$ cat config.mk
export PLATFORM = sky130hd
export DESIGN_NAME = gb_apu_mixer_flat
export DESIGN_NICKNAME = d
export VERILOG_FILES = /design/src/rtl/gb_apu_pkg.sv /design/src/rtl/gb_apu_mixer_if.sv /design/src/rtl/gb_sigma_delta_dac.sv /design/src/rtl/gb_apu_mixer.sv /design/src/flat_wrapper.sv
export SDC_FILE = /design/constraint.sdc
export NUM_CORES = 1
export LEC_CHECK = 0
export ABC_AREA = 1
export BUFFER_PORTS_ARGS = -buffer_cell sky130_fd_sc_hd__buf_2
export CAP_MARGIN = 5
export CORE_MARGIN = 2
export CORE_UTILIZATION = 59
export CTS_CLUSTER_SIZE = 25
export DETAILED_ROUTE_END_ITERATION = 12
export HOLD_SLACK_MARGIN = 0.02
export PLACE_DENSITY = 0.81
export SLEW_MARGIN = 20
export SYNTH_ARGS = -nofsm -noshare
export SYNTH_HDL_FRONTEND = slang
export SYNTH_HIERARCHICAL = 1
export SYNTH_SLANG_ARGS = --single-unit
$ cat constraint.sdc
create_clock -name clk -period 4.1 [get_ports clk]
set_input_delay 0.82 -clock clk [delete_from_list [all_inputs] [get_ports clk]]
set_output_delay 0.82 -clock clk [all_outputs]
set_load 0.02 [all_outputs]
$ cat src/rtl/gb_apu_pkg.sv
// Shared widths, pan bit positions and gain helper for the Game Boy APU mixer.
package gb_apu_pkg;

  localparam int unsigned LEVEL_W    = 4;
  localparam int unsigned SUM_W      = 6;
  localparam int unsigned MIX_W      = 9;
  localparam int unsigned VOL_W      = 3;
  localparam int unsigned PAN_W      = 8;
  localparam int unsigned NUM_CH     = 4;
  localparam int unsigned ACC_W      = MIX_W + 1;
  localparam int unsigned CNT_W      = 16;
  localparam int unsigned PROD_W     = SUM_W + VOL_W + 1;
  localparam int unsigned PAN_L_BASE = 4;
  localparam int unsigned PAN_R_BASE = 0;

  typedef logic [MIX_W-1:0]   mix_t;
  typedef logic [LEVEL_W-1:0] level_t;
  typedef logic [SUM_W-1:0]   sum_t;
  typedef logic [VOL_W-1:0]   vol_t;

  // Master volume gain is (vol+1); 60 * 8 = 480 always fits in a mix_t.
  function automatic mix_t apply_gain(sum_t s, vol_t vol);
    logic [VOL_W:0] g;
    g = (VOL_W+1)'(vol) + (VOL_W+1)'(1);
    return MIX_W'(PROD_W'(s) * PROD_W'(g));
  endfunction

endpackage

$ cat src/rtl/gb_apu_mixer_if.sv
// Channel/register inputs and mixed/sampled/PWM outputs of the APU mixer.
interface gb_apu_mixer_if;
  import gb_apu_pkg::*;

  logic             apu_enable;
  level_t           ch1_level, ch2_level, ch3_level, ch4_level;
  logic             ch1_enable, ch2_enable, ch3_enable, ch4_enable;
  logic [PAN_W-1:0] nr51_pan;
  vol_t             nr50_left_vol, nr50_right_vol;
  mix_t             mix_left, mix_right;
  logic             sample_strobe;
  mix_t             left_sample, right_sample;
  logic             left_pwm, right_pwm;

  modport master (
    output apu_enable,
    output ch1_level, ch2_level, ch3_level, ch4_level,
    output ch1_enable, ch2_enable, ch3_enable, ch4_enable,
    output nr51_pan, nr50_left_vol, nr50_right_vol,
    input  mix_left, mix_right, sample_strobe,
    input  left_sample, right_sample, left_pwm, right_pwm
  );

  modport slave (
    input  apu_enable,
    input  ch1_level, ch2_level, ch3_level, ch4_level,
    input  ch1_enable, ch2_enable, ch3_enable, ch4_enable,
    input  nr51_pan, nr50_left_vol, nr50_right_vol,
    output mix_left, mix_right, sample_strobe,
    output left_sample, right_sample, left_pwm, right_pwm
  );

endinterface

$ cat src/rtl/gb_sigma_delta_dac.sv
// First-order sigma-delta modulator: 9-bit sample in, 1-bit density-coded stream out.
module gb_sigma_delta_dac
  import gb_apu_pkg::*;
(
  input  logic clk,
  input  logic reset,
  input  logic enable,
  input  mix_t sample,
  output logic pwm
);

  logic [ACC_W-1:0] acc_q, acc_d;

  // Carry out of the 9-bit accumulator is the output bit; it is dropped on feedback.
  always_comb begin
    acc_d = {1'b0, acc_q[ACC_W-2:0]} + ACC_W'(sample);
  end

  always_ff @(posedge clk) begin
    if (!reset || !enable) begin
      acc_q <= '0;
    end else begin
      acc_q <= acc_d;
    end
  end

  assign pwm = acc_q[ACC_W-1];

endmodule

$ cat src/rtl/gb_apu_mixer.sv
// APU output mixer: pan/enable gating, master volume, sample strobe and per-side sigma-delta DAC.
module gb_apu_mixer
  import gb_apu_pkg::*;
#(
  parameter int unsigned SAMPLE_DIV = 95
) (
  input  logic           clk,
  input  logic           reset,
  gb_apu_mixer_if.slave  bus
);

  localparam logic [CNT_W-1:0] CNT_LAST = CNT_W'(SAMPLE_DIV - 1);

  level_t            lvl [NUM_CH];
  logic [NUM_CH-1:0] ch_en;
  logic              active;

  sum_t             sum_l_q, sum_l_d, sum_r_q, sum_r_d;
  mix_t             mix_l_q, mix_l_d, mix_r_q, mix_r_d;
  mix_t             smp_l_q, smp_l_d, smp_r_q, smp_r_d;
  logic [CNT_W-1:0] cnt_q, cnt_d;
  logic             strobe_q, strobe_d;
  logic             wrap;

  assign lvl[0] = bus.ch1_level;
  assign lvl[1] = bus.ch2_level;
  assign lvl[2] = bus.ch3_level;
  assign lvl[3] = bus.ch4_level;
  assign ch_en  = {bus.ch4_enable, bus.ch3_enable, bus.ch2_enable, bus.ch1_enable};
  assign active = reset && bus.apu_enable;
  assign wrap   = (cnt_q == CNT_LAST);

  // Stage 1 sums and stage 2 gain; NR50/NR51 feed their stage directly.
  always_comb begin
    sum_l_d = '0;
    sum_r_d = '0;
    for (int n = 0; n < NUM_CH; n++) begin
      if (ch_en[n] && bus.nr51_pan[PAN_L_BASE + n]) sum_l_d = sum_l_d + SUM_W'(lvl[n]);
      if (ch_en[n] && bus.nr51_pan[PAN_R_BASE + n]) sum_r_d = sum_r_d + SUM_W'(lvl[n]);
    end
    mix_l_d = apply_gain(sum_l_q, bus.nr50_left_vol);
    mix_r_d = apply_gain(sum_r_q, bus.nr50_right_vol);
  end

  // Sample counter; the held samples capture the mix on the same edge the strobe rises.
  always_comb begin
    cnt_d    = wrap ? '0 : cnt_q + CNT_W'(1);
    strobe_d = wrap;
    smp_l_d  = wrap ? mix_l_q : smp_l_q;
    smp_r_d  = wrap ? mix_r_q : smp_r_q;
  end

  always_ff @(posedge clk) begin
    if (!active) begin
      sum_l_q  <= '0;
      sum_r_q  <= '0;
      mix_l_q  <= '0;
      mix_r_q  <= '0;
      smp_l_q  <= '0;
      smp_r_q  <= '0;
      cnt_q    <= '0;
      strobe_q <= 1'b0;
    end else begin
      sum_l_q  <= sum_l_d;
      sum_r_q  <= sum_r_d;
      mix_l_q  <= mix_l_d;
      mix_r_q  <= mix_r_d;
      smp_l_q  <= smp_l_d;
      smp_r_q  <= smp_r_d;
      cnt_q    <= cnt_d;
      strobe_q <= strobe_d;
    end
  end

  assign bus.mix_left      = mix_l_q;
  assign bus.mix_right     = mix_r_q;
  assign bus.left_sample   = smp_l_q;
  assign bus.right_sample  = smp_r_q;
  assign bus.sample_strobe = strobe_q;

  gb_sigma_delta_dac u_dac_left (
    .clk    (clk),
    .reset  (reset),
    .enable (bus.apu_enable),
    .sample (smp_l_q),
    .pwm    (bus.left_pwm)
  );

  gb_sigma_delta_dac u_dac_right (
    .clk    (clk),
    .reset  (reset),
    .enable (bus.apu_enable),
    .sample (smp_r_q),
    .pwm    (bus.right_pwm)
  );

endmodule
$ cat src/flat_wrapper.sv
// flat-port wrapper written by rule: the top's interface ports become plain ports
module gb_apu_mixer_flat import gb_apu_pkg::*;
#(
  parameter int unsigned SAMPLE_DIV = 95
)
  (clk, reset, bus_apu_enable, bus_ch1_level, bus_ch2_level, bus_ch3_level, bus_ch4_level, bus_ch1_enable, bus_ch2_enable, bus_ch3_enable, bus_ch4_enable, bus_nr51_pan, bus_nr50_left_vol, bus_nr50_right_vol, bus_mix_left, bus_mix_right, bus_sample_strobe, bus_left_sample, bus_right_sample, bus_left_pwm, bus_right_pwm);
  gb_apu_mixer_if bus_i ();
  input  logic clk;
  input  logic reset;
  input wire logic [$bits(bus_i.apu_enable)-1:0] bus_apu_enable;
  input wire logic [$bits(bus_i.ch1_level)-1:0] bus_ch1_level;
  input wire logic [$bits(bus_i.ch2_level)-1:0] bus_ch2_level;
  input wire logic [$bits(bus_i.ch3_level)-1:0] bus_ch3_level;
  input wire logic [$bits(bus_i.ch4_level)-1:0] bus_ch4_level;
  input wire logic [$bits(bus_i.ch1_enable)-1:0] bus_ch1_enable;
  input wire logic [$bits(bus_i.ch2_enable)-1:0] bus_ch2_enable;
  input wire logic [$bits(bus_i.ch3_enable)-1:0] bus_ch3_enable;
  input wire logic [$bits(bus_i.ch4_enable)-1:0] bus_ch4_enable;
  input wire logic [$bits(bus_i.nr51_pan)-1:0] bus_nr51_pan;
  input wire logic [$bits(bus_i.nr50_left_vol)-1:0] bus_nr50_left_vol;
  input wire logic [$bits(bus_i.nr50_right_vol)-1:0] bus_nr50_right_vol;
  output wire logic [$bits(bus_i.mix_left)-1:0] bus_mix_left;
  output wire logic [$bits(bus_i.mix_right)-1:0] bus_mix_right;
  output wire logic [$bits(bus_i.sample_strobe)-1:0] bus_sample_strobe;
  output wire logic [$bits(bus_i.left_sample)-1:0] bus_left_sample;
  output wire logic [$bits(bus_i.right_sample)-1:0] bus_right_sample;
  output wire logic [$bits(bus_i.left_pwm)-1:0] bus_left_pwm;
  output wire logic [$bits(bus_i.right_pwm)-1:0] bus_right_pwm;
  assign bus_i.apu_enable = bus_apu_enable;
  assign bus_i.ch1_level = bus_ch1_level;
  assign bus_i.ch2_level = bus_ch2_level;
  assign bus_i.ch3_level = bus_ch3_level;
  assign bus_i.ch4_level = bus_ch4_level;
  assign bus_i.ch1_enable = bus_ch1_enable;
  assign bus_i.ch2_enable = bus_ch2_enable;
  assign bus_i.ch3_enable = bus_ch3_enable;
  assign bus_i.ch4_enable = bus_ch4_enable;
  assign bus_i.nr51_pan = bus_nr51_pan;
  assign bus_i.nr50_left_vol = bus_nr50_left_vol;
  assign bus_i.nr50_right_vol = bus_nr50_right_vol;
  assign bus_mix_left = bus_i.mix_left;
  assign bus_mix_right = bus_i.mix_right;
  assign bus_sample_strobe = bus_i.sample_strobe;
  assign bus_left_sample = bus_i.left_sample;
  assign bus_right_sample = bus_i.right_sample;
  assign bus_left_pwm = bus_i.left_pwm;
  assign bus_right_pwm = bus_i.right_pwm;
  gb_apu_mixer #(.SAMPLE_DIV(SAMPLE_DIV)) u_core (.clk(clk), .reset(reset), .bus(bus_i));
endmodule
Word level (Yosys, flattened, before mapping):

Index checks and enable logic that the tools add are counted.

* bits in registers: 85

* add/sub/neg operators: 11
* multiply operators: 2
* equality and inequality tests: 1
* mux-type cells: 8
* bitwise logic cells: 1
* reductions and logical operators: 13

Operators with widths (count)
* 2-to-1 mux 6 bit: 6
* adder 6 x 4 -> 6 bit: 4
* adder 9 x 9 -> 10 bit: 2
* multiplier 6 x 4 -> 9 bit: 2
* adder 16 x 1 -> 16 bit, second input constant: 1
* equality test 16 x 7 -> 1 bit, second input constant: 1
* adder 4 x 4 -> 5 bit: 2
* logical AND 1 bit: 9
* adder 3 x 1 -> 4 bit, second input constant: 2
* 2-to-1 mux 4 bit: 2
* zero test 1 bit: 2
* OR reduction 2 bit: 1
* logical OR 1 bit: 1
* NOT 1 bit: 1

Depth between registers and ports, before layout:

* word-level depth: 8
* mapped depth: 23

Hierarchy:

The synthesis kept the hierarchy.

By module, submodules not included
* gb_apu_mixer: instances 1, cells each 629, area each 4714.5 um^2
* gb_sigma_delta_dac: instances 2, cells each 117, area each 739.5 um^2

Worst setup path after synthesis:

OpenSTA, ideal clock, no wires.

* kind: input to register
* start point: input bus_ch1_enable
* end point: register u_core.sum_l_q[4]
* setup time: 0.117 ns
* arrival time: 3.624 ns
* required time: 3.983 ns
* path slack: 0.358 ns
* stages: 21
* path buffers: 1
* cell sequence: buf_4 nand2_1 nor2_1 ha_1 inv_1 fa_1 inv_1 nand2_1 nand3_1 o21ai_0 ha_1 nand3_1 nand3_1 or2_2 nand3_1 nand2_1 ha_1 nand3_1 a21oi_1 a21boi_0 nor2_1

* cells in the longest elaborated chain, start to end: 8

RTL lines
* from (decl): line flat_wrapper.sv:15 `input wire logic [$bits(bus_i.ch1_enable)-1:0] bus_ch1_enable;`
* logical AND 1 bit *: line gb_apu_mixer.sv:38 `if (ch_en[n] && bus.nr51_pan[PAN_L_BASE + n]) sum_l_d = sum_l_d + SUM_W'(lvl[n]);`
* 2-to-1 mux 4 bit *: line gb_apu_mixer.sv:38
* adder 4 x 4 -> 5 bit: line gb_apu_mixer.sv:38
* 2-to-1 mux 6 bit *: line gb_apu_mixer.sv:38
* adder 6 x 4 -> 6 bit: line gb_apu_mixer.sv:38
* 2-to-1 mux 6 bit *: line gb_apu_mixer.sv:38
* adder 6 x 4 -> 6 bit: line gb_apu_mixer.sv:38
* 2-to-1 mux 6 bit *: line gb_apu_mixer.sv:38
* to (signal assigned): line gb_apu_mixer.sv:64 `sum_l_q <= sum_l_d;`
* to (decl): line gb_apu_mixer.sv:18 `sum_t sum_l_q, sum_l_d, sum_r_q, sum_r_d;`

Mark *: on every way between the ends. The rest lies on a longest branch, timed or not.
A chain may end at the register's enable or synchronous reset.

Final worst setup path:

* start point: input bus_ch1_enable
* end point: register u_core.sum_r_q[3]

* cells in the longest elaborated chain, start to end: 8

RTL lines
* logical AND 1 bit *: line gb_apu_mixer.sv:39 `if (ch_en[n] && bus.nr51_pan[PAN_R_BASE + n]) sum_r_d = sum_r_d + SUM_W'(lvl[n]);`
* 2-to-1 mux 4 bit *: line gb_apu_mixer.sv:39
* adder 4 x 4 -> 5 bit: line gb_apu_mixer.sv:39
* 2-to-1 mux 6 bit *: line gb_apu_mixer.sv:39
* adder 6 x 4 -> 6 bit: line gb_apu_mixer.sv:39
* 2-to-1 mux 6 bit *: line gb_apu_mixer.sv:39
* adder 6 x 4 -> 6 bit: line gb_apu_mixer.sv:39
* 2-to-1 mux 6 bit *: line gb_apu_mixer.sv:39
* to (signal assigned): line gb_apu_mixer.sv:65 `sum_r_q <= sum_r_d;`
* to (decl): line gb_apu_mixer.sv:18

Marked as above.

==> reports/qor.tcl <==
set qor(outcome) {finished clean}
set qor(max-clock-path-buffers) 2
set qor(drv.max_cap_violation_count) 0
set qor(critical_path.endpoint_type) {flop}
set qor(clk_pin_slew_ns) 0.09
set qor(totalNegativeSetupSlack_ns) 0
set qor(slew_headroom_pct) 57.3
set qor(grt.total_usage_pct) 24.7
set qor(critPathKind) {primary input to flop}
set qor(route.detailed.drc) 0
set qor(critical_path_arrival_ns) 4.00
set qor(ir_worst_vdd_mv) 0.164
set qor(cts.root.buffer_cell) {clkbuf_8}
set qor(final_layout_size_suffix_gt1_share_pct) 12.8
set qor(drt-vias-per-instance) 5.16
set qor(fin_cells) 1088
set qor(synth_nets) 994
set qor(route.antenna.remaining_nets) 0
set qor(placement_rows) 37
set qor(number_of_warnings_issued_by_yosys) 6
set qor(setup_ws_ns) 0.349
set qor(finalWorstPathRequiredPeriod_ns) 3.75
set qor(pwr_density_cell_mw_per_mm2) 245
set qor(setup-violations-final) 0
set qor(mostFrequentLayoutCell) {nand2_1}
set qor(dp_slack_ns) 0.00449
set qor(dieArea_sq_mm) 0.0113
set qor(dr.first_iter.drc_count) 340
set qor(floorplan.core_area_sq_mm) 0.0103
set qor(dp.final_hpwl_mm) 10.5
set qor(port_buffers) 75
set qor(fmax_mhz) 267
set qor(total_nets_final) 1078
set qor(drt_pass1_iterations) 8
set qor(routabilityCongestion) 0.955
set qor(grt.overflow.total) 0
set qor(placed_cells) 1072
set qor(syn_avg_cell_area_sq_um) 7.18
set qor(fp.dieH_um) 106
set qor(synth.distinct_cells) 40
set qor(cts-buffers-inserted) 9
set qor(synthesis.instances) 863
set qor(dieWidth_um) 106
set qor(yosysSeqAreaShare_pct) 27.5
set qor(pin_count) 76
set qor(routed_wl_mm) 13.3
set qor(start_kind) {primary input}
set qor(static_leakage_nw) 3.78
set qor(critPathMaxFanout) 8
set qor(clock_latency_at_the_later_pin_of_the_worst_skew_pair_ns) 0.35
set qor(timing_max_transition_violations_final) 0
set qor(wire_per_inst_um) 12.2
set qor(ys_ff_latch) 85
set qor(grt_first_pass_wirelength_mm) 22.7
set qor(vias_in_the_first_global_route) 5207
set qor(netlist_area_sq_mm) 0.00619
set qor(cts_tree) {yes}
set qor(top_library_cells_by_usage_in_the_layout_fill_and_taps_aside) {191 x nand2_1, 154 x inv_1, 93 x nor2_1}
set qor(finalHoldViolations) 0
set qor(final_min_period_over_clock_period_pct) 91.5
set qor(filler_cells) 929
set qor(max_slew.worst_pin.slew_ns) 0.640
set qor(rsz0062_at_grt) {false}
set qor(final_core_utilization_pct) 67.2
set qor(syn_to_final_growth_pct) 11.4
set qor(antenna_cells) 0
set qor(clock-sinks) 85
set qor(initial_core_utilization_pct) 60.3
set qor(htree_num_levels) 3
set qor(vias) 5617
set qor(hp-class) {flop to flop}
set qor(timing.critical_path.required_ns) 4.35
set qor(grt_max_degree) 25
set qor(antenna_found_initial) 0
set qor(fin_skew_ns) 0.0145
==> cell type report <==
class	count	area [sq um]	share of cell area, %
Inverter	161	618	8.96
Clock buffer	10	138	1.99
Timing Repair Buffer	80	413	5.98
Clock inverter	6	47.5	0.689
Tap cell	136	170	2.47
Multi-Input combinational cell	610	3810	55.3
Sequential cell	85	1700	24.7
==> per-stage QoR <==
step	instance area, sq um	power, mW	hold WS (ns)
6_report	6900	1.69	0.486
2_1_floorplan	6190	1.07	0.441
3_3_place_gp	6720	1.14	0.454
5_1_grt	6900	1.79	0.488
4_1_cts	6900	1.71	0.483
3_5_place_dp	6720	1.15	0.468
==> state kept, by name, indices dropped and copies added, names as in the netlist <==
register / count
u_core/sum_r_q: 6
u_core/bus.mix_left: 9
u_core/u_dac_right/acc_q: 10
u_core/cnt_q: 16
u_core/bus.left_sample: 9
u_core/u_dac_left/acc_q: 10
u_core/bus.right_sample: 9
u_core/bus.mix_right: 9
u_core/sum_l_q: 6
u_core/bus.sample_strobe: 1
==> where the power goes <==
group          leakage, nW  total [mW]  internal, mW  switching, mW
Clock               0.0981       0.556         0.242          0.314
Combinational         3.00       0.288         0.108          0.180
Sequential           0.686       0.844         0.836        0.00858
==> cell families after synthesis <==
group,Yosys count,share of synthesized area (%)
adders and majority gates,94,21.9
and+or+nand+nor,381,26.6
AOI/OAI and AO/OA,121,11.1
xor gates and xnor gates,14,1.98
buffers and inverters,168,10.9
DFF,85,27.5
==> final timing paths <==
path	start	end	slack [ns]	cells after the start
setup / recovery	bus_ch1_enable	u_core/sum_r_q[3]$_SDFF_PN0_	0.35	23
hold reg to reg	u_core/cnt_q[0]$_SDFF_PP0_	u_core/cnt_q[0]$_SDFF_PP0_	0.49	1
hold / removal	u_core/cnt_q[0]$_SDFF_PP0_	u_core/cnt_q[0]$_SDFF_PP0_	0.49	1
setup reg to reg	u_core/sum_l_q[1]$_SDFF_PN0_	u_core/bus.mix_left[8]$_SDFF_PN0_	1.17	12
==> repair_timing <==
item                       in CTS  in global routing
setup buffers                   0                  0
hold buffers                    0                  0
setup endpoints to repair       0                  1
resized for setup               0                  1
==> critical path, cell delays in order <==
cell and delay, ns:
buf_2 0.15, nand2_1 0.11, nor2_1 0.15, ha_1 0.19, inv_1 0.06, fa_1 0.38
inv_1 0.10, nand2_1 0.07, nand3_1 0.06, o21ai_0 0.10, ha_1 0.37, xor2_1 0.16
nand2_1 0.06, o21ai_0 0.13, inv_1 0.08, ha_1 0.34, a21oi_1 0.16, nand2_1 0.10
xor2_1 0.14, o21ai_0 0.15, inv_1 0.06, nand2_1 0.06, inv_1 0.03
==> per-layer routing <==
| layer | part of all wire (%) | GRT usage [%] |
|---|---|---|
| met5 | 0 | 0 |
| met4 | 2.0 | 8.81 |
| met3 | 4.7 | 2.94 |
| met2 | 47 | 42.8 |
| met1 | 46 | 31.7 |
==> cell usage after synthesis (all sizes together) <==
cell / number / area share, %
nor2: 95 / 6.1
nand3b: 2 / 0.24
inv: 158 / 9.6
xor2: 9 / 1.3
clkbuf: 2 / 0.12
dfxtp: 85 / 27
o21ai: 38 / 3.1
o21a: 2 / 0.24
fa: 24 / 7.8
and3: 2 / 0.20
a21oi: 59 / 4.8
and2: 2 / 0.28
a21boi: 2 / 0.24
nor3: 9 / 0.81
nand4: 10 / 1.1
nand2: 193 / 12
xnor2: 5 / 0.71
nor3b: 1 / 0.12
clkinv: 3 / 0.36
ha: 70 / 14
or2: 8 / 0.89
nor4: 1 / 0.20
nand3: 58 / 4.8
a31oi: 2 / 0.20
buf: 5 / 0.85
a22o: 18 / 2.5
Note: power is estimated with default switching activity, not from simulation.
